File: config.mk
export PLATFORM = sky130hd
export DESIGN_NAME = seq3
export DESIGN_NICKNAME = d
export VERILOG_FILES = /design/src/rtl/seq3.sv
export SDC_FILE = /design/constraint.sdc
export NUM_CORES = 1
export LEC_CHECK = 0
export CAP_MARGIN = 20
export CORE_MARGIN = 3
export CORE_UTILIZATION = 42
export CTS_BUF_LIST = sky130_fd_sc_hd__clkbuf_8
export DETAILED_ROUTE_END_ITERATION = 16
export PLACE_DENSITY = 0.88
export SKIP_CTS_REPAIR_TIMING = 1
export SYNTH_ARGS = -nofsm -noshare
export SYNTH_HDL_FRONTEND = slang
export SYNTH_SLANG_ARGS = --single-unit
File: constraint.sdc
create_clock -name clock -period 4.35 [get_ports clock]
set_input_delay 0.6525 -clock clock [delete_from_list [all_inputs] [get_ports clock]]
set_output_delay 0.6525 -clock clock [all_outputs]
set_load 0.03 [all_outputs]
File: src/rtl/seq3.sv
// seq3: microcode sequencer with call/return stack, wait-on-input and conditional jumps.
// Define SEQ3_STACK_EN to build the return-address stack; otherwise CL/RT are undefined opcodes.
module seq3 #(
    parameter int ADDR_W      = 8,
    parameter int DATA_W      = 8,
    parameter int CMD_W       = 4,
    parameter int NIREG       = 4,
    parameter int NOREG       = 8,
    parameter int STACK_DEPTH = 4,
    localparam int SRC_W  = NIREG > 1 ? $clog2(NIREG) : 1,
    localparam int DST_W  = NOREG > 1 ? $clog2(NOREG) : 1,
    localparam int SD_W   = $clog2(STACK_DEPTH + 1),
    localparam int INST_W = 4 + ADDR_W + DST_W + CMD_W + DATA_W
) (
    input  logic                     clock,
    input  logic                     reset,
    input  logic [INST_W-1:0]        inst,
    input  logic                     inst_en,
    input  logic [NIREG*DATA_W-1:0]  ireg,
    output logic [ADDR_W-1:0]        next,
    output logic [CMD_W+DATA_W-1:0]  oreg,
    output logic [NOREG-1:0]         oreg_wen,
    output logic [SD_W-1:0]          sdepth,
    output logic                     error
);
    typedef enum logic [1:0] {RESET, READY, ERROR} state_t;
    state_t state, state_n;
    logic [3:0] code;
    logic [ADDR_W-1:0] tgt, inc, next_n;
    logic [DST_W-1:0] dst;
    logic [CMD_W-1:0] cmd;
    logic [DATA_W-1:0] imm, r;
    logic [DATA_W-1:0] ir [2**SRC_W];
    logic [CMD_W+DATA_W-1:0] oreg_n;
    logic [NOREG-1:0] wen_n;
    logic fault;
`ifdef SEQ3_STACK_EN
    localparam int PTR_W = STACK_DEPTH > 1 ? $clog2(STACK_DEPTH) : 1;
    logic [ADDR_W-1:0] stk [STACK_DEPTH];
    logic [SD_W-1:0] sd_n, sd_m1;
    logic push;
    assign sd_m1 = sdepth - 1'b1;
`endif
    assign {code, tgt, dst, cmd, imm} = inst;
    assign inc = next + 1'b1;
    // Unpopulated source selects read as zero.
    for (genvar k = 0; k < 2**SRC_W; k++) begin : g_ir
        if (k < NIREG) begin : g_v
            assign ir[k] = ireg[k*DATA_W +: DATA_W];
        end else begin : g_z
            assign ir[k] = '0;
        end
    end
    assign r = ir[imm[SRC_W-1:0]];
    assign error = state == ERROR;

    always_comb begin
        state_n = state;
        next_n = next;
        oreg_n = '0;
        wen_n = '0;
        fault = 1'b0;
`ifdef SEQ3_STACK_EN
        sd_n = sdepth;
        push = 1'b0;
`endif
        if (state == RESET) begin
            state_n = READY;
            next_n = '0;
        end else if (state == ERROR) begin
            next_n = '0;
        end else if (inst_en) begin
            case (code)
                4'd0: next_n = inc;
                4'd1: begin
                    next_n = inc;
                    oreg_n = {cmd, imm};
                    wen_n = NOREG'(1) << dst;
                end
                4'd2: begin
                    next_n = inc;
                    oreg_n = {cmd, r};
                    wen_n = NOREG'(1) << dst;
                end
                4'd3: next_n = tgt;
                4'd4: next_n = r[ADDR_W-1:0];
                4'd5: next_n = r == '0 ? tgt : inc;
`ifdef SEQ3_STACK_EN
                4'd6: begin
                    fault = sdepth == SD_W'(STACK_DEPTH);
                    push = !fault;
                    next_n = tgt;
                    sd_n = sdepth + 1'b1;
                end
                4'd7: begin
                    fault = sdepth == '0;
                    next_n = stk[PTR_W'(sd_m1)];
                    sd_n = sd_m1;
                end
`endif
                4'd8: next_n = r != '0 ? inc : next;
                4'd9: next_n = r != '0 ? tgt : inc;
                default: fault = 1'b1;
            endcase
            if (fault) begin
                state_n = ERROR;
                next_n = '0;
`ifdef SEQ3_STACK_EN
                sd_n = sdepth;
`endif
            end
        end
    end

    always_ff @(posedge clock) begin
        if (reset) begin
            state <= RESET;
            next <= '0;
            oreg <= '0;
            oreg_wen <= '0;
        end else begin
            state <= state_n;
            next <= next_n;
            oreg <= oreg_n;
            oreg_wen <= wen_n;
        end
    end

`ifdef SEQ3_STACK_EN
    always_ff @(posedge clock) begin
        sdepth <= reset ? '0 : sd_n;
        if (push && !reset) stk[PTR_W'(sdepth)] <= inc;
    end
`else
    assign sdepth = '0;
`endif
endmodule

# Word level (Yosys, flattened, before mapping)
# Index checks and enable logic that the tools add are counted.
[classes]
addsub = 1
order_cmp = 1
eq_ne = 10
shift = 1
muxes = 17
bitwise = 4
n_reduce_logical = 17
[ops]
columns = ["cell", "n"]
rows = [
  ["2-to-1 mux 8 bit", 6],
  ["case mux 8 bit (6 select lines)", 1],
  ["case mux 12 bit (2 select lines)", 1],
  ["binary-select mux 8 bit (select 2 bit)", 1],
  ["AND reduction 3 bit", 3],
  ["adder 8 x 1 -> 8 bit (second input constant)", 1],
  ["== test 4 x 2 -> 1 bit (second input constant)", 2],
  ["== test 4 x 3 -> 1 bit (second input constant)", 2],
  ["== test 4 bit (second input constant)", 2],
  ["logical NOT 8 bit", 1],
  ["2-to-1 mux 1 bit", 8],
  ["nonzero test 8 bit", 1],
  ["OR reduction 8 bit", 1],
  ["left shift 1 x 3 -> 8 bit (first input constant)", 1],
  ["nonzero test 7 bit", 1],
  ["OR reduction 3 bit", 2],
  ["OR reduction 5 bit", 1],
  ["== test 4 x 1 -> 1 bit (second input constant)", 1],
  ["logical NOT 4 bit", 1],
  ["nonzero test 2 bit", 2],
  ["OR reduction 2 bit", 2],
  ["OR reduction 4 bit", 1],
  [">= comparator 3 bit (second input constant)", 1],
  ["!= test 3 bit (second input constant)", 1],
  ["other kinds (5)", 7],
]
[totals]
regBits = 30
input_bits = 62
output_inout_bits = 32

# Logic depth before layout (Yosys ltp)
[depth]
word_depth = 10
mapped_depth = 9
depth_no_buf = 6

# Least setup slack after synthesis
# No wires, ideal clock.
[synth_path]
path_kind = "in2reg"
startpoint = "in inst[0]"
endpoint = "reg next[3]"
setup_ns = 0.122
t_arrival_ns = 2.659
path_slack_ns = 1.569
stages = 8
n_path_buf = 2
path_cell_list = "buf_6 -> mux4_2 -> nor4_4 -> a31oi_2 -> and2_4 -> buf_6 -> a31o_1 -> a221o_1"
[synth_between]
elab_chain_len = 8
[synth_rtl]
columns = ["element", "line", "text"]
rows = [
  ["start, declared", "17", "input logic [INST_W-1:0] inst,"],
  ["NOT 2 -> 3 bit (not written as such) (*)", "54", "assign r = ir[imm[SRC_W-1:0]];"],
  ["binary-select mux 8 bit (select 2 bit) (*)", "54", ""],
  ["2-to-1 mux 8 bit (not written as such) (*) (2 in series)", "54", ""],
  ["nonzero test 8 bit or logical NOT 8 bit (tied branches)", "101, 102, 87", ""],
  ["2-to-1 mux 8 bit (on tied branches)", "102, 87", ""],
  ["case mux 8 bit (6 select lines)", "73", "case (code)"],
  ["2-to-1 mux 8 bit", "105", "if (fault) begin"],
  ["end signal, assigned", "123", "next <= next_n;"],
  ["end, declared", "20", "output logic [ADDR_W-1:0] next,"],
]
# Mark *: on every way between the ends. The rest lies on a longest branch, timed or not. The select of a mux whose other input is x is not followed.
# A chain may end at the register's enable or synchronous reset.

# Worst setup path after layout
[layout_path]
startpoint = "in inst[0]"
endpoint = "reg next[6]"
# The elaborated chain is that of the path after synthesis.

==> impl_metrics.json <==
{
  "grt_max_degree": 13,
  "numCtsBuffers": 5,
  "clock_power_share": 0.352,
  "root_buffer": "clkbuf_8",
  "grt_pass1_wl_mm": 7.70,
  "fin_util": 0.742,
  "syn_avg_cell_area_um2": 9.22,
  "rr_endpoint": "oreg_wen[0]",
  "synthFlopType": "dfxtp_1",
  "synth-edff-count": 0,
  "critical_path_class": "in2reg",
  "cts_sinks": 30,
  "cp_max_fo": 12,
  "fillCellCount": 270,
  "async_flop_share": 0,
  "cp_slowest_stage_delay_ns": 0.80,
  "core-area_mm2": 0.00352,
  "netlist_instances": 175,
  "met1_usage": 0.260,
  "relSlewSlack": 0.539,
  "ff_latch_area_um2": 601,
  "p_leak_uw": 0.000923,
  "worstReg2RegStart": "state[0]",
  "power_density_mw_per_mm2": 250,
  "max_freq_mhz": 284,
  "syn_area_mm2": 0.00161,
  "cts_tree": "built",
  "via_per_inst": 5.46,
  "crit_slowest_cell": "clkdlybuf4s50_1",
  "hp-class": "reg2reg",
  "ant_nets": 0,
  "path_delay_family": "simple AND/OR/NAND/NOR gates",
  "startpoint": "inst[0]",
  "wl_per_cell_um": 15.4,
  "layoutNonFillerInstCount": 311,
  "cp-endpoint": "next[6]",
  "grt_pass1_vias": 1717,
  "overflow": 0,
  "p_int_uw": 486,
  "num_vias": 1697,
  "arrival_ns": 3.73,
  "crit_chain": "clkdlybuf4s50_1, mux4_2, nor4_4, a2111oi_0, nor3b_2, a222oi_1, o22ai_1",
  "layout-drive-gt1-share": 0.102,
  "dp_hpwl_mm": 3.84,
  "insertion_delay_ns": 0.27,
  "tightest_slew_ns": 0.689,
  "finalHoldViolCount": 0,
  "die_y_um": 68.0,
  "dieWidth_um": 68.0,
  "multi_input_area_um2": 922,
  "finalSetupTns_ns": 0,
  "reg2reg_depth": 4,
  "start_kind": "primary input",
  "diodes": 0,
  "rsz0062_at_grt": "no",
  "hold_slack_ns": 0.461,
  "synth_cell_types": 43,
  "dp_cells": 303,
  "wl_mm": 4.79,
  "p_switching_uw": 166,
  "end_kind": "flip-flop",
  "cts.clk_slew.worst_paths_ns": 0.06,
  "finalCriticalPeriod_ns": 3.52,
  "antenna_found_initial": 0,
  "yosys_warnings": 0,
  "slew_viol_final": 0,
  "crit_buf_inv": 1,
  "final_nets": 327,
  "gp_congestion": 0.844,
  "synth_seq_cells": 30,
  "portBuffers": 90,
  "initial_utilization": 0.458,
  "required_ns": 4.55,
  "path_depth": 7,
  "p_sw_frac": 0.255,
  "htreeDepth": 2,
  "grt-busiest-layer": "met2",
  "combPwrFrac": 0.217,
  "cap_violations": 0,
  "rrSetupSlack_ns": 2.77,
  "clock_skew_ns": 0.00410,
  "ir_drop_v": 0.000161,
  "p_seq_frac": 0.431,
  "pin_count": 94,
  "syn2layout_area_growth_pct": 62.1,
  "remaining_drc_errors": 0,
  "die_area_mm2": 0.00462,
  "fin_crit_sh": 0.810,
  "ys_seq_area_frac": 0.372,
  "status": "completed",
  "rows": 21,
  "met3_usage": 0.0608,
  "use_met2": 0.381,
  "drtIter0Drc": 100,
  "cts_buffer_depth": 2,
  "dr.pass1.iters": 4,
  "grt_use_total": 0.222,
  "finalSetupViolCount": 0
}
## cells by family (layout without fill, tap and decap cells)
family / Yosys count / after routing / share of synthesized area
multiplexers: 8 / 8 / 0.112
buffers and inverters: 18 / 106 / 0.0605
other: 1 / 3 / 0.00233
XOR/XNOR: 1 / 1 / 0.00543
AND/OR/NAND/NOR: 76 / 76 / 0.257
adder cells (fa/ha/maj): 1 / 1 / 0.00776
flip-flops: 30 / 30 / 0.372
AO/OA/AOI/OAI: 40 / 40 / 0.183
## power groups by stage
stage	Sequential, uW	Clock, uW	Combinational [uW]
2_1_floorplan	292	0	65.9
3_3_place_gp	287	0	138
3_5_place_dp	288	0	141
4_1_cts	281	234	141
5_1_grt	282	246	152
6_report	281	230	141
## sequential cells by signal, summed over array words and instances, names as in the netlist
signal	count
state	2
next	8
oreg	12
oreg_wen	8
## synth_stat cells (2+ instances only)
cell / number / area, um2
mux4_2: 8 / 180
a22oi_1: 10 / 75.1
nor3_1: 5 / 25.0
clkbuf_1: 4 / 15.0
o22ai_1: 3 / 18.8
and2_1: 7 / 43.8
o21ai_0: 3 / 15.0
dfxtp_1: 30 / 601
nand2_1: 15 / 56.3
nor4_1: 2 / 12.5
a31o_1: 2 / 17.5
a221oi_1: 2 / 17.5
nor2_1: 22 / 82.6
inv_1: 6 / 22.5
a31oi_1: 2 / 12.5
nor2b_1: 2 / 12.5
a221o_1: 3 / 30.0
nand3_1: 6 / 30.0
buf_2: 2 / 10.0
a21oi_1: 7 / 35.0
and3_1: 2 / 12.5
buf_6: 2 / 22.5
nand2b_1: 4 / 25.0
buf_4: 3 / 22.5
or2_2: 4 / 25.0
nor4_4: 2 / 42.5
## metal layers
| metal | vias to the layer above | routed length, um |
|---|---|---|
| met1 | 773 | 1870 |
| met4 | 0 | 129 |
| li1 | 818 | - |
| met3 | 12 | 353 |
| met2 | 94 | 2440 |
| met5 | - | 0 |
## worst min path at each step
stage | from | endpoint | slack [ns] | depth (start not counted)
5_1_grt | state[1] | state[1] | 0.50 | 2
4_1_cts | state[1] | state[1] | 0.47 | 2
2_1_floorplan | state[1] | state[1] | 0.43 | 2
3_3_place_gp | state[1] | state[1] | 0.45 | 2
6_report | state[1] | state[1] | 0.46 | 2
3_5_place_dp | state[1] | state[1] | 0.45 | 2
## metrics by stage
| stage | setup WS [ns] | power, uW | instance area (um2) |
|---|---|---|---|
| final | 0.827 | 653 | 2610 |
| after global routing | 0.568 | 680 | 2610 |
| after CTS | 0.835 | 657 | 2610 |
| after detailed placement | 0.562 | 428 | 2520 |
| after global placement | 0.646 | 425 | 2520 |
| after floorplan | 1.57 | 358 | 1620 |
## cell type report
cell class,instances,area share
clock buffer,6,0.0316
clock inverter,2,0.00479
inverter,6,0.00862
multi-input combinational,129,0.353
sequential,30,0.230
tap,46,0.0220
timing repair buffer,92,0.350
## cell usage in the layout (no fill, tap or decap), types with 2 or more instances in the layout
master / synthesis / final
clkbuf_8: 0 / 6
nor2_1: 22 / 22
and2_1: 7 / 7
buf_4: 3 / 2
a221oi_1: 2 / 2
a221o_1: 3 / 3
nor2b_1: 2 / 2
nor4_1: 2 / 2
clkdlybuf4s50_1: 0 / 90
a22oi_1: 10 / 10
conb_1: 1 / 3
nor3_1: 5 / 5
a31o_1: 2 / 2
mux4_2: 8 / 8
a31oi_1: 2 / 2
nand2b_1: 4 / 4
dfxtp_1: 30 / 30
inv_1: 6 / 6
o21ai_0: 3 / 3
o22ai_1: 3 / 3
nand2_1: 15 / 15
and3_1: 2 / 2
nand3_1: 6 / 6
nor4_4: 2 / 2
or2_2: 4 / 4
a21oi_1: 7 / 7
## worst min-delay path, cell delays in order (launching register included)
cell     delay, ns
dfxtp_1       0.32
a21oi_1       0.04
nor2_1        0.07
No activity file was read; power rests on OpenSTA's default activity.
